`src/rtl/rggen_adapter_common_timeout.sv`:
```
// Shared rggen bus-to-register adapter core: decode, localise, optional slicing and response mux,
// plus a per-access response watchdog and a saturating timeout event counter.
module rggen_adapter_common_timeout #(
  parameter int                    ADDRESS_WIDTH       = 8,
  parameter int                    LOCAL_ADDRESS_WIDTH = 8,
  parameter int                    BUS_WIDTH           = 32,
  parameter int                    STROBE_WIDTH        = BUS_WIDTH / 8,
  parameter int                    REGISTERS           = 1,
  parameter int                    PRE_DECODE          = 0,
  parameter bit [ADDRESS_WIDTH-1:0] BASE_ADDRESS       = '0,
  parameter int                    BYTE_SIZE           = 256,
  parameter int                    USE_READ_STROBE     = 0,
  parameter int                    ERROR_STATUS        = 0,
  parameter bit [BUS_WIDTH-1:0]    DEFAULT_READ_DATA   = '0,
  parameter int                    INSERT_SLICER       = 0,
  parameter int                    TIMEOUT_CYCLES      = 0,
  parameter bit [1:0]              TIMEOUT_STATUS      = 2'b10,
  parameter int                    COUNT_WIDTH         = 8
)(
  input  logic                           i_clk,
  input  logic                           i_rst,
  input  logic                           i_bus_valid,
  input  logic [1:0]                     i_bus_access,
  input  logic [ADDRESS_WIDTH-1:0]       i_bus_address,
  input  logic [BUS_WIDTH-1:0]           i_bus_write_data,
  input  logic [STROBE_WIDTH-1:0]        i_bus_strobe,
  output logic                           o_bus_ready,
  output logic [1:0]                     o_bus_status,
  output logic [BUS_WIDTH-1:0]           o_bus_read_data,
  output logic                           o_register_valid,
  output logic [1:0]                     o_register_access,
  output logic [LOCAL_ADDRESS_WIDTH-1:0] o_register_address,
  output logic [BUS_WIDTH-1:0]           o_register_write_data,
  output logic [BUS_WIDTH-1:0]           o_register_strobe,
  input  logic [REGISTERS-1:0]           i_register_active,
  input  logic [REGISTERS-1:0]           i_register_ready,
  input  logic [2*REGISTERS-1:0]         i_register_status,
  input  logic [BUS_WIDTH*REGISTERS-1:0] i_register_read_data,
  output logic                           o_timeout,
  output logic [COUNT_WIDTH-1:0]         o_timeout_count
);

  localparam logic [1:0] RGGEN_READ     = 2'b10;
  localparam logic [1:0] DEFAULT_STATUS = (ERROR_STATUS != 0) ? 2'b10 : 2'b00;
  localparam int         AW1            = ADDRESS_WIDTH + 1;
  localparam int         WD_WIDTH       = $clog2(TIMEOUT_CYCLES + 2) + 1;
  localparam logic [AW1-1:0]                 SIZE_W     = AW1'(BYTE_SIZE);
  localparam logic [LOCAL_ADDRESS_WIDTH-1:0] BASE_LOCAL = LOCAL_ADDRESS_WIDTH'(BASE_ADDRESS);
  localparam logic [WD_WIDTH-1:0]            WD_LIMIT   = WD_WIDTH'(TIMEOUT_CYCLES);

  typedef enum logic [1:0] {
    IDLE  = 2'b00,
    ISSUE = 2'b01,
    WAIT  = 2'b10
  } state_e;

  state_e                        state_r;
  logic [WD_WIDTH-1:0]           wd_r;
  logic [COUNT_WIDTH-1:0]        cnt_r;
  logic [AW1-1:0]                offset_s;
  logic                          inside_range_s;
  logic [BUS_WIDTH-1:0]          strobe_bits_s;
  logic [BUS_WIDTH-1:0]          req_strobe_s;
  logic [LOCAL_ADDRESS_WIDTH-1:0] req_address_s;
  logic                          ready_hit_s;
  logic [1:0]                    mux_status_s;
  logic [BUS_WIDTH-1:0]          mux_data_s;
  logic                          inactive_s;
  logic                          bus_cycle_s;
  logic [WD_WIDTH-1:0]           elapsed_s;
  logic                          timeout_hit_s;
  logic                          bus_done_s;

  // Range check: the offset must not borrow and must fall below the block size.
  always_comb begin
    offset_s = {1'b0, i_bus_address} - {1'b0, BASE_ADDRESS};
    if (PRE_DECODE != 0) begin
      inside_range_s = !offset_s[ADDRESS_WIDTH] && ({1'b0, offset_s[ADDRESS_WIDTH-1:0]} < SIZE_W);
    end else begin
      inside_range_s = 1'b1;
    end
  end

  if (STROBE_WIDTH == BUS_WIDTH) begin : g_strobe_pass
    assign strobe_bits_s = i_bus_strobe;
  end else begin : g_strobe_expand
    for (genvar i = 0; i < STROBE_WIDTH; i++) begin : g_byte
      assign strobe_bits_s[8*i+:8] = {8{i_bus_strobe[i]}};
    end
  end

  // Modular subtraction of the base's low bits equals plain truncation when those bits are zero.
  assign req_address_s = LOCAL_ADDRESS_WIDTH'(i_bus_address) - BASE_LOCAL;
  assign req_strobe_s  = ((i_bus_access == RGGEN_READ) && (USE_READ_STROBE == 0)) ? '1 : strobe_bits_s;

  // One-hot response mux gated by each register's address hit.
  always_comb begin
    ready_hit_s  = 1'b0;
    mux_status_s = 2'b00;
    mux_data_s   = '0;
    for (int i = 0; i < REGISTERS; i++) begin
      ready_hit_s  = ready_hit_s | (i_register_active[i] & i_register_ready[i]);
      mux_status_s = mux_status_s | ({2{i_register_active[i]}} & i_register_status[2*i+:2]);
      mux_data_s   = mux_data_s | ({BUS_WIDTH{i_register_active[i]}} & i_register_read_data[BUS_WIDTH*i+:BUS_WIDTH]);
    end
  end

  // With the slicer the registers only see the request from ISSUE on, so IDLE never completes.
  assign inactive_s    = (i_register_active == '0) || !inside_range_s;
  assign bus_cycle_s   = !i_rst && i_bus_valid && ((state_r != IDLE) || (INSERT_SLICER == 0));
  assign elapsed_s     = (state_r == IDLE) ? WD_WIDTH'(1) : (wd_r + WD_WIDTH'(1));
  assign timeout_hit_s = (TIMEOUT_CYCLES > 0) && bus_cycle_s && !inactive_s && !ready_hit_s
                         && (elapsed_s >= WD_LIMIT);
  assign bus_done_s    = bus_cycle_s && (inactive_s || ready_hit_s || timeout_hit_s);

  // Response selection: a real register response outranks the watchdog.
  always_comb begin
    if (timeout_hit_s) begin
      o_bus_status    = TIMEOUT_STATUS;
      o_bus_read_data = DEFAULT_READ_DATA;
    end else if (inactive_s) begin
      o_bus_status    = DEFAULT_STATUS;
      o_bus_read_data = DEFAULT_READ_DATA;
    end else begin
      o_bus_status    = mux_status_s;
      o_bus_read_data = mux_data_s;
    end
  end

  assign o_bus_ready     = bus_done_s;
  assign o_timeout       = timeout_hit_s;
  assign o_timeout_count = cnt_r;

  // Access FSM and watchdog cycle counter.
  always_ff @(posedge i_clk or posedge i_rst) begin
    if (i_rst) begin
      state_r <= IDLE;
      wd_r    <= '0;
    end else begin
      case (state_r)
        IDLE: begin
          if (i_bus_valid && !bus_done_s) begin
            state_r <= (INSERT_SLICER != 0) ? ISSUE : WAIT;
            wd_r    <= WD_WIDTH'(1);
          end else begin
            state_r <= IDLE;
            wd_r    <= '0;
          end
        end
        ISSUE, WAIT: begin
          if (bus_done_s) begin
            state_r <= IDLE;
            wd_r    <= '0;
          end else begin
            state_r <= WAIT;
            wd_r    <= (wd_r != '1) ? (wd_r + WD_WIDTH'(1)) : wd_r;
          end
        end
        default: begin
          state_r <= IDLE;
          wd_r    <= '0;
        end
      endcase
    end
  end

  // Saturating timeout event counter.
  always_ff @(posedge i_clk or posedge i_rst) begin
    if (i_rst) begin
      cnt_r <= '0;
    end else if (timeout_hit_s && (cnt_r != '1)) begin
      cnt_r <= cnt_r + COUNT_WIDTH'(1);
    end else begin
      cnt_r <= cnt_r;
    end
  end

  if (INSERT_SLICER != 0) begin : g_slicer
    logic                           slice_valid_r;
    logic [1:0]                     slice_access_r;
    logic [LOCAL_ADDRESS_WIDTH-1:0] slice_address_r;
    logic [BUS_WIDTH-1:0]           slice_write_data_r;
    logic [BUS_WIDTH-1:0]           slice_strobe_r;

    // Capture the request at acceptance; the pulse is only raised for in-range accesses.
    always_ff @(posedge i_clk or posedge i_rst) begin
      if (i_rst) begin
        slice_valid_r      <= 1'b0;
        slice_access_r     <= 2'b00;
        slice_address_r    <= '0;
        slice_write_data_r <= '0;
        slice_strobe_r     <= '0;
      end else if ((state_r == IDLE) && i_bus_valid) begin
        slice_valid_r      <= inside_range_s;
        slice_access_r     <= i_bus_access;
        slice_address_r    <= req_address_s;
        slice_write_data_r <= i_bus_write_data;
        slice_strobe_r     <= req_strobe_s;
      end else begin
        slice_valid_r      <= 1'b0;
      end
    end

    assign o_register_valid      = (state_r == ISSUE) && slice_valid_r;
    assign o_register_access     = slice_access_r;
    assign o_register_address    = slice_address_r;
    assign o_register_write_data = slice_write_data_r;
    assign o_register_strobe     = slice_strobe_r;
  end else begin : g_direct
    assign o_register_valid      = !i_rst && (state_r == IDLE) && i_bus_valid && inside_range_s;
    assign o_register_access     = i_bus_access;
    assign o_register_address    = req_address_s;
    assign o_register_write_data = i_bus_write_data;
    assign o_register_strobe     = req_strobe_s;
  end

endmodule

```
`config.mk`:
```
export PLATFORM = sky130hd
export DESIGN_NAME = rggen_adapter_common_timeout
export DESIGN_NICKNAME = d
export VERILOG_FILES = /design/src/rtl/rggen_adapter_common_timeout.sv
export SDC_FILE = /design/constraint.sdc
export NUM_CORES = 1
export LEC_CHECK = 0
export CORE_ASPECT_RATIO = 0.5
export CORE_UTILIZATION = 20
export DETAILED_ROUTE_END_ITERATION = 7
export PLACE_DENSITY_LB_ADDON = 0.25
export SLEW_MARGIN = 25
export SYNTH_ARGS = -nofsm -noshare
export SYNTH_HDL_FRONTEND = slang
export SYNTH_SLANG_ARGS = --single-unit
```
`constraint.sdc`:
```
create_clock -name i_clk -period 1.91 [get_ports i_clk]
set_clock_uncertainty 0.2 [all_clocks]
set_input_delay 0.4775 -clock i_clk [delete_from_list [all_inputs] [get_ports i_clk]]
set_output_delay 0.4775 -clock i_clk [all_outputs]
set_load 0.02 [all_outputs]
```
* Word level (Yosys, flattened, before mapping)
Index checks and enable logic that the tools add are counted.
** Operators by class
- Reduce and logical (&&, ||, !) cells :: 10
- Mux-type cells :: 6
- Bitwise operators :: 4
- Eq/ne operators :: 3
** Operators with widths (count)
- 2-to-1 mux 32 bit :: 2
- AND 32 bit :: 1
- 2-to-1 mux 2 bit :: 3
- logical AND 1 bit :: 5
- == test 2 bit (second input constant) :: 2
- one-hot mux 2 bit (2 select lines) :: 1
- AND 2 bit :: 1
- == test 2 x 1 -> 1 bit (second input constant) :: 1
- logical NOT 1 bit :: 2
- logical NOT 2 bit :: 1
- OR reduction 2 bit :: 1
- AND 1 bit :: 1
- logical OR 1 bit :: 1
- inverter 1 bit :: 1
** Storage, ports and cells
- Flip-flop bits (word level) :: 2
- Output and inout bits :: 119
- Word-level logic and storage cells :: 24
- Bits of input ports :: 85

* Depth between registers and ports, before layout
Gate-level depths: netlist (run 1).
- Depth in word-level cells :: 7
- Mapped depth :: 3
- Depth with buffers taken out :: 2

* Worst setup path after synthesis (run 1)
Ideal clock, no wire load.
- Kind :: input port to output port
- From :: input i_bus_access[0]
- To :: output o_register_strobe[10]
- Arrival time :: 1.164 ns
- Required time :: 1.232 ns
- Cell stages on the path :: 3
- Path slack :: 0.069 ns
- Buffers on the path :: 1
- Path through :: nand2b_1 nand2b_1 buf_4
** On the way
- Cells in the longest elaborated chain, start to end :: 2
** Ends and longest elaborated chain
- start: declaration :: line 23 : input logic [1:0] i_bus_access,
- == test 2 bit :: line 94 : assign req_strobe_s = ((i_bus_access == RGGEN_READ) && (USE_READ_STROBE == 0)) ? '1 : strobe_bits_s;
- 2-to-1 mux 32 bit :: line 94
- end: declaration :: line 34 : output logic [BUS_WIDTH-1:0] o_register_strobe,
No other way between the ends.

* Worst setup path after layout (run 1)
- From :: input i_register_read_data[4]
- To :: output o_bus_read_data[4]
** On the way
- Cells in the longest elaborated chain, start to end :: 2
** Ends and longest elaborated chain
- start: declaration :: line 38 : input logic [BUS_WIDTH*REGISTERS-1:0] i_register_read_data,
- AND 32 bit :: line 104 : mux_data_s = mux_data_s | ({BUS_WIDTH{i_register_active[i]}} & i_register_read_data[BUS_WIDTH*i+:BUS_WIDTH]);
- 2-to-1 mux 32 bit :: line 121 : end else if (inactive_s) begin
- end: declaration :: line 29 : output logic [BUS_WIDTH-1:0] o_bus_read_data,
No other way between the ends.

==> run_results.csv, run 1 <==
group,metric,value,unit
outcome,status,"finished clean",
synth,yosysWarningCount,0,
grt,grt_first_pass_wirelength,3.73,mm
layout,reg.largest.list,"state_r: 1 flops",
layout,layout-drive-gt1-share,0.657,
route,vias_per_cell,3.37,
power,pwr-share-clk,0,
grt,met2_usage,0.169,
power,power_switching,211,uW
route,wl_per_cell,10.9,um
die,die_y,50.9,um
layout,largest_reg_flops,1,
layout,regMostFlops,"state_r",
timing,hold_violations,0,
job,drv_cap,0,
power,p_total,473,uW
cts,ctsHoldBuffers,0,
layout,antenna_cells,0,
timing,finalSetupTns,0,ps
die,rows,17,
synth,synth.area.top_cells,"buf_4 (62%), and2_2 (27%), nand2b_1 (3.9%), dfrtp_1 (2.6%), clkbuf_2 (1.6%)",
timing,fin_ws,15.5,ps
setup_path,critPathRequiredTime,1230,ps
grt,antenna_found_initial,0,
setup_path,end_kind,"output pin",
synth,synth-seq-cells,1,
power,p_per_area,295,nW/um2
route,dr_total_vias,811,
synth,yosysMostFrequentCell,"buf_4",
synth,netlist_area,957,um2
timing,min_period_over_period,0.992,
power,pwr-share-comb,0.948,
synth,async_flop_share,1.00,
synth,synth_common_cells,"buf_4 (79), and2_2 (34), nand2b_1 (6)",
place,dpl_cell_area,1640,um2
grt,grt_usage,0.0885,
route,drc,0,
place,port_buffers,114,
synth,synth_cell_types,10,
synth,yosys_most_used_dff,"dfrtp_1",
timing,max_freq,528,MHz
synth,yosys.area.top_type,"buf_4",
setup_path,worstPathArrival,1220,ps
grt,top_usage_layer,"met2",
setup_path,critical_path_class,"in -> out",
place,place_inst,240,
timing,setup-violations-final,0,
power,switching_share,0.447,
setup_path,critPathLaunchType,"input pin",
die,coreArea,4490,um2
die,io_pins,204,
grt,grt_max_degree,17,
cts,clk_latency,0,ps
power,intPower,261,uW
route,dr.pass1.iters,2,
power,p_leak,0.828,nW
synth,synth_top_area_frac,0.620,
timing,slew_violations,0,
cts,clkTransAtPathRegs,0,ps
die,die_area,5080,um2
timing,grt_setup_unrepaired,"false",
power,seq_power_share,0.052,
synth,seq_area_frac_synth,0.0261,
place,post-dp-hpwl,2.23,mm
setup_path,path_max_fanout,1,
route,routed_wl,2.62,mm
place,dp_worst_setup_slack,-810,ps
timing,fin_hold_ws,273,ps
worst_hold_path,hp-class,"in -> async",
layout,post-route-util,0.357,
place,gp_congestion,0.611,
grt,grt_overflow,0,
power,ir_drop,0.135,mV
grt,grt_pass1_vias,711,
layout,final_cells,241,
die,die_width,99.8,um
synth,syn_avg_cell_area,7.42,um2
grt,grt_util_met1,0.0925,
route,postRouteAntennaNets,0,
grt,grt_use_met3,0.0342,
synth,synth_edf_count,0,
layout,fin_nets,262,
timing,period_needed,1890,ps
die,start_util,0.213,
layout,design_area,1600,um2
synth,synthCells,129,
route,drt_iter0_markers,5,
layout,n_fill_cell,489,
layout,area_growth,67.6,%
## power groups by stage
stage          Clock (mW)  Sequential [mW]  Combinational [mW]
3_5_place_dp            0           0.0246               0.453
6_report                0           0.0246               0.448
4_1_cts                 0           0.0246               0.420
2_1_floorplan           0           0.0244               0.382
3_3_place_gp            0           0.0245               0.451
5_1_grt                 0           0.0248               0.474
## path summary, 6_finish.rpt
check / from / end / slack (ps) / depth (start not counted)
max in group asynchronous: i_rst / state_r[1] / 1150 / 2
hold reg to reg: state_r[1] / state_r[1] / 290 / 1
setup / recovery: i_register_read_data[4] / o_bus_read_data[4] / 20 / 3
setup reg to reg: state_r[1] / state_r[1] / 1040 / 1
min in group i_clk: state_r[1] / state_r[1] / 290 / 1
hold / removal: i_rst / state_r[1] / 270 / 2
## layer usage
| metal | share of wire | up-vias | routed length (um) |
|---|---|---|---|
| li1 | - | 388 | - |
| met5 | 0 | - | 0 |
| met1 | 0.32 | 340 | 838 |
| met4 | 0.015 | 0 | 39 |
| met2 | 0.53 | 75 | 1390 |
| met3 | 0.13 | 8 | 353 |
## cells by family (layout without fill, tap and decap cells)
group,Yosys count,after routing,synth area share
AO/OA/AOI/OAI,1,1,0.00915
other,1,9,0.00392
AND/OR/NAND/NOR,43,43,0.322
buffers and inverters,83,121,0.639
flip-flops,1,1,0.0261
## layout make-up
| cell class | instances | area, um2 | area share |
|---|---|---|---|
| Tap cell | 66 | 82.6 | 0.0515 |
| Timing Repair Buffer | 120 | 1100 | 0.683 |
| Inverter | 1 | 3.75 | 0.00234 |
| Multi-Input combinational cell | 53 | 397 | 0.247 |
| Sequential cell | 1 | 25.0 | 0.0156 |
## cells in the final DEF, fill, tap and decap left out
cell type	count
and2_2	33
and2_4	1
and2b_1	1
buf_2	19
buf_4	19
buf_6	37
clkdlybuf4s15_1	1
clkdlybuf4s50_1	34
conb_1	9
dfrtp_1	1
dlygate4sd2_1	9
dlymetal6s2s_1	1
inv_1	1
nand2b_4	6
nor2_1	2
o22a_1	1
## critical path, cell delays in order
cell and delay [ps]:
clkdlybuf4s50_1 400, and2_2 190, buf_4 150
## timing repair
action | 4_1_cts | 5_1_grt
setup endpoints to repair | 70 | 42
hold endpoints to repair | 0 | 0
pin swaps | 1 | 0
resized for setup | 342 | 42
setup buffers | 1 | 0
No activity file was read; power rests on OpenSTA's default activity.
==> run 2, diff against run 1 <==
--- a/config.mk
+++ b/config.mk
@@ -6,7 +6,7 @@
 export NUM_CORES = 1
 export LEC_CHECK = 0
 export CORE_ASPECT_RATIO = 0.5
-export CORE_UTILIZATION = 20
+export CORE_UTILIZATION = 17
 export DETAILED_ROUTE_END_ITERATION = 7
 export PLACE_DENSITY_LB_ADDON = 0.25
 export SLEW_MARGIN = 25
==> constraint.sdc (replaced) <==
create_clock -name i_clk -period 1.6 [get_ports i_clk]
set_clock_uncertainty 0.2 [all_clocks]
set_input_delay 0.4 -clock i_clk [delete_from_list [all_inputs] [get_ports i_clk]]
set_output_delay 0.4 -clock i_clk [all_outputs]
set_load 0.02 [all_outputs]
==> run 2 against run 1 <==
Cell area rose by 11%. Via count down 0.86%. Cell count up 0.83%. Flip-flop and latch count is the same. Largest power group unchanged. Die area increased by 17%. Critical path type unchanged. Highest routed layer unchanged. Critical path depth increased by 1.
==> run_results.csv, run 2 (synthesized netlist as in run 1, its figures left out) <==
group,metric,value,unit
place,post-dp-hpwl,2.45,mm
grt,grt_util_met1,0.0695,
grt,grt_overflow,0,
setup_path,end_kind,"output pin",
route,postRouteAntennaNets,0,
grt,grt_max_degree,11,
place,dpl_cell_area,1630,um2
timing,hold_violations,0,
setup_path,rr_startpoint,"state_r[1]",
setup_path,cpMaxStageDelayCell,"nand2b_4",
route,vias_per_cell,3.31,
setup_path,critPathRequiredTime,1000,ps
grt,antenna_found_initial,0,
route,drc,0,
timing,period_needed,1580,ps
setup_path,critPathLaunch,"i_bus_access[0]",
timing,fin_ws,18.3,ps
grt,grt_use_met3,0.0375,
grt,grt_usage,0.0732,
die,start_util,0.186,
grt,met2_usage,0.148,
die,die_y,55.1,um
setup_path,regToRegSetupSlack,720,ps
layout,reg.largest.list,"state_r: 1 flops",
power,p_leak,0.939,nW
setup_path,crit_end,"o_register_strobe[31]",
place,gp_congestion,0.593,
timing,max_freq,632,MHz
layout,fin_nets,260,
place,dp_worst_setup_slack,-968,ps
layout,layout-drive-gt1-share,0.688,
grt,grt_first_pass_wirelength,3.38,mm
power,ir_drop,0.113,mV
setup_path,cp.depth,4,
cts,clk_latency,0,ps
route,dr.pass1.iters,2,
setup_path,cp_slowest_stage_delay,180,ps
setup_path,path_cells,"buf_6, nand2b_4, nand2b_4, buf_6",
cts,post_cts_buffers,0,
timing,min_period_over_period,0.989,
route,wl_per_cell,11.5,um
route,drt_iter0_markers,8,
layout,layout_commonest_cell,"buf_6",
setup_path,crit_family,"simple AND/OR/NAND/NOR gates",
layout,antenna_cells,0,
timing,setup-violations-final,0,
grt,grt_pass1_vias,607,
place,port_buffers,114,
grt,top_usage_layer,"met2",
worst_hold_path,hp-class,"in -> async",
job,drv_cap,0,
setup_path,reg2reg_depth,1,
route,routed_wl,2.79,mm
setup_path,path_max_fanout,8,
layout,design_area,1780,um2
die,die_area,5950,um2
route,dr_total_vias,804,
layout,area_growth,85.5,%
layout,largest_reg_flops,1,
setup_path,r2r-end,"state_r[1]",
layout,regMostFlops,"state_r",
timing,grt_setup_unrepaired,"true",
outcome,status,"finished clean",
power,p_per_area,349,nW/um2
die,rows,18,
layout,mostFrequentLayoutCells,"buf_6 (73), dlygate4sd2_1 (40), and2_4 (34)",
setup_path,critical_path_class,"in -> out",
cts,clkTransAtPathRegs,0,ps
setup_path,path_buf_inv,2,
die,die_width,108,um
timing,slew_violations,0,
setup_path,worstPathArrival,980,ps
setup_path,critPathLaunchType,"input pin",
die,io_pins,204,
die,coreArea,5160,um2
-- run 2: changes by cell type in the layout (fill, tap and decap cells not counted), sizes merged --
cell	previous run	this run
clkbuf	0	1
clkdlybuf4s15	1	2
clkdlybuf4s50	34	0
dlygate4sd2	9	40
dlymetal6s2s	1	0
-- run 2: worst min path at each step --
| stage | end | slack [ps] | cells past startpoint |
|---|---|---|---|
| detailed placement | state_r[1] | 290 | 1 |
| floorplan | state_r[1] | -70 | 1 |
| global route | state_r[1] | 160 | 2 |
| CTS | state_r[1] | 140 | 2 |
| global placement | state_r[1] | 280 | 1 |
| finish | state_r[1] | 140 | 2 |
-- run 2: final cells by class --
type | count | area, um2
Fill cell | 561 | 3380
Timing Repair Buffer | 118 | 1210
Multi-Input combinational cell | 53 | 449
Tap cell | 70 | 87.6
Sequential cell | 1 | 25.0
Inverter | 1 | 3.75
-- run 2: power by group --
group,switching [mW],total [mW],internal (mW),leakage [nW]
Clock,0,0,0,0
Sequential,0.00149,0.0297,0.0282,0.0107
Combinational,0.269,0.590,0.321,0.929
-- run 2: repair_timing --
item	4_1_cts	5_1_grt
setup endpoints to repair	70	49
pin swaps	34	1
cloned	1	0
resized for setup	516	5
hold buffers	0	0
-- run 2: per-layer routing --
layer,part of all wire,up-vias
met5,0,-
met4,0.012,0
met3,0.14,10
met2,0.57,66
met1,0.27,344
li1,-,384
-- run 2: per-stage QoR --
stage               setup TNS, ps  utilization  power, mW  hold slack, ps  std cells
finish                          0        0.344      0.620             136        243
global placement           -60410        0.316      0.565             282        242
CTS                             0        0.344      0.624             140        243
floorplan                   -2410            -      0.485           -71.3        137
global route                 -382        0.344      0.653             162        243
detailed placement         -61780        0.316      0.567             288        242
==> run 3, diff against run 2 <==
--- a/config.mk
+++ b/config.mk
@@ -9,6 +9,7 @@
 export CORE_UTILIZATION = 17
 export DETAILED_ROUTE_END_ITERATION = 7
 export PLACE_DENSITY_LB_ADDON = 0.25
+export SETUP_SLACK_MARGIN = 0.2
 export SLEW_MARGIN = 25
 export SYNTH_ARGS = -nofsm -noshare
 export SYNTH_HDL_FRONTEND = slang
==> run 3 against run 2 <==
The run now ends with setup timing left. Hold slack gained 51 ps. Sequential share of layout area about the same. Total power rose by 2.2%. Cell area increased by 2.9%. Critical endpoint is now o_bus_ready. Largest cell class unchanged.
==> run_results.csv, run 3 (synthesized netlist as in run 1, its figures left out) <==
group,metric,value,unit
outcome,status,"complete, but fails checks",
outcome,violations,"setup timing",
layout,multi_input_area,449,um2
layout,regArea,25.0,um2
setup_path,r2r-end,"state_r[1]",
layout,regMostFlops,"state_r",
setup_path,reg2reg_depth,1,
grt,antenna_found_initial,0,
setup_path,path_cells,"buf_8, buf_6, and2b_2, nor2_4, buf_6",
place,gp_congestion,0.591,
timing,max_freq,612,MHz
cts,clkTransAtPathRegs,0,ps
layout,mostFrequentLayoutCells,"buf_6 (73), dlygate4sd2_1 (38), and2_4 (34)",
route,drt_iter0_markers,10,
die,io_pins,204,
route,dr.pass1.iters,2,
place,post-dp-hpwl,2.24,mm
timing,hold_violations,0,
layout,antenna_cells,0,
route,dr_total_vias,838,
power,ir_drop,0.106,mV
setup_path,cpMaxStageDelayCell,"and2b_2",
setup_path,critPathRequiredTime,1000,ps
setup_path,crit_family,"buffers and inverters",
setup_path,worstPathArrival,1040,ps
die,die_width,108,um
setup_path,rr_startpoint,"state_r[1]",
setup_path,path_buf_inv,3,
grt,grt_usage,0.0629,
grt,grt_overflow,0,
power,p_leak,0.968,nW
setup_path,cp_slowest_stage_delay,210,ps
cts,clk_latency,0,ps
timing,period_needed,1640,ps
setup_path,critical_path_class,"in -> out",
job,drv_cap,0,
die,coreArea,5160,um2
cts,ctsHoldBuffers,0,
die,rows,18,
route,routed_wl,2.68,mm
route,vias_per_cell,3.37,
layout,reg.largest.list,"state_r: 1 flops",
worst_hold_path,hp-class,"in -> async",
setup_path,critPathLaunch,"i_register_active",
layout,n_fill_cell,557,
setup_path,regToRegSetupSlack,720,ps
layout,area_growth,90.8,%
grt,grt_first_pass_wirelength,3.04,mm
place,port_buffers,114,
grt,grt_max_degree,12,
place,dp_worst_setup_slack,-909,ps
setup_path,crit_end,"o_bus_ready",
layout,layout-drive-gt1-share,0.709,
layout,fin_nets,266,
setup_path,critPathLaunchType,"input pin",
timing,min_period_over_period,1.02,
setup_path,end_kind,"output pin",
timing,grt_setup_unrepaired,"true",
timing,slew_violations,0,
grt,grt_pass1_vias,618,
route,postRouteAntennaNets,0,
timing,fin_ws,-35.2,ps
layout,layout_commonest_cell,"buf_6",
layout,final_cells,249,
timing,finalSetupTns,-143,ps
place,place_inst,242,
layout,largest_reg_flops,1,
setup_path,crit_top_cell,"buf_6",
setup_path,cp.depth,5,
die,die_area,5950,um2
die,start_util,0.186,
route,wl_per_cell,10.8,um
route,drc,0,
timing,setup-violations-final,8,
die,die_y,55.1,um
power,p_per_area,347,nW/um2
layout,post-route-util,0.354,
setup_path,path_max_fanout,6,
## run 3: cell count changes in the layout (fill, tap and decap cells not counted)
| cell | change |
|---|---|
| buf_8 | +1 |
| clkbuf_2 | -1 |
| dlygate4sd2_1 | -2 |
| buf_2 | +2 |
| buf_4 | +5 |
| clkdlybuf4s15_2 | +1 |
## run 3: how the worst min path moves through the flow
stage	startpoint	endpoint	slack (ps)
floorplan	i_rst	state_r[1]	-70
global placement	state_r[1]	state_r[1]	310
detailed placement	state_r[1]	state_r[1]	310
CTS	i_rst	state_r[1]	190
global route	i_rst	state_r[1]	200
finish	i_rst	state_r[1]	190
## run 3: per-layer routing
layer	track usage	up-vias	part of all wire
met3	0.0351	4	0.19
met4	0.00685	0	0.0052
met2	0.117	65	0.50
met5	0	-	0
met1	0.0660	372	0.30
li1	-	397	-
## run 3: final cells by class
class / count / share of cell area
inverter: 1 / 0.00205
tap: 70 / 0.0479
timing repair buffer: 124 / 0.690
multi-input combinational: 53 / 0.246
sequential: 1 / 0.0137
## run 3: what timing repair did
item / 4_1_cts / 5_1_grt
setup endpoints to repair: 71 / 68
pin swaps: 31 / 3
gates resized for setup: 516 / 2
buffers inserted: 4 / 2
hold endpoints to repair: 0 / 0
gates cloned: 1 / 0
## run 3: report_power, final
group          total [mW]  leakage [nW]  internal (mW)  switching, mW
logic               0.603         0.957          0.332          0.271
registers          0.0297        0.0107         0.0282        0.00152
clock network           0             0              0              0
## run 3: through the flow
stage / hold WS (ps) / power [mW] / cell area (um2)
finish: 187 / 0.633 / 1830
global route: 201 / 0.664 / 1830
CTS: 188 / 0.634 / 1810
detailed placement: 315 / 0.581 / 1670
global placement: 311 / 0.579 / 1670
floorplan: -71.3 / 0.498 / 1030
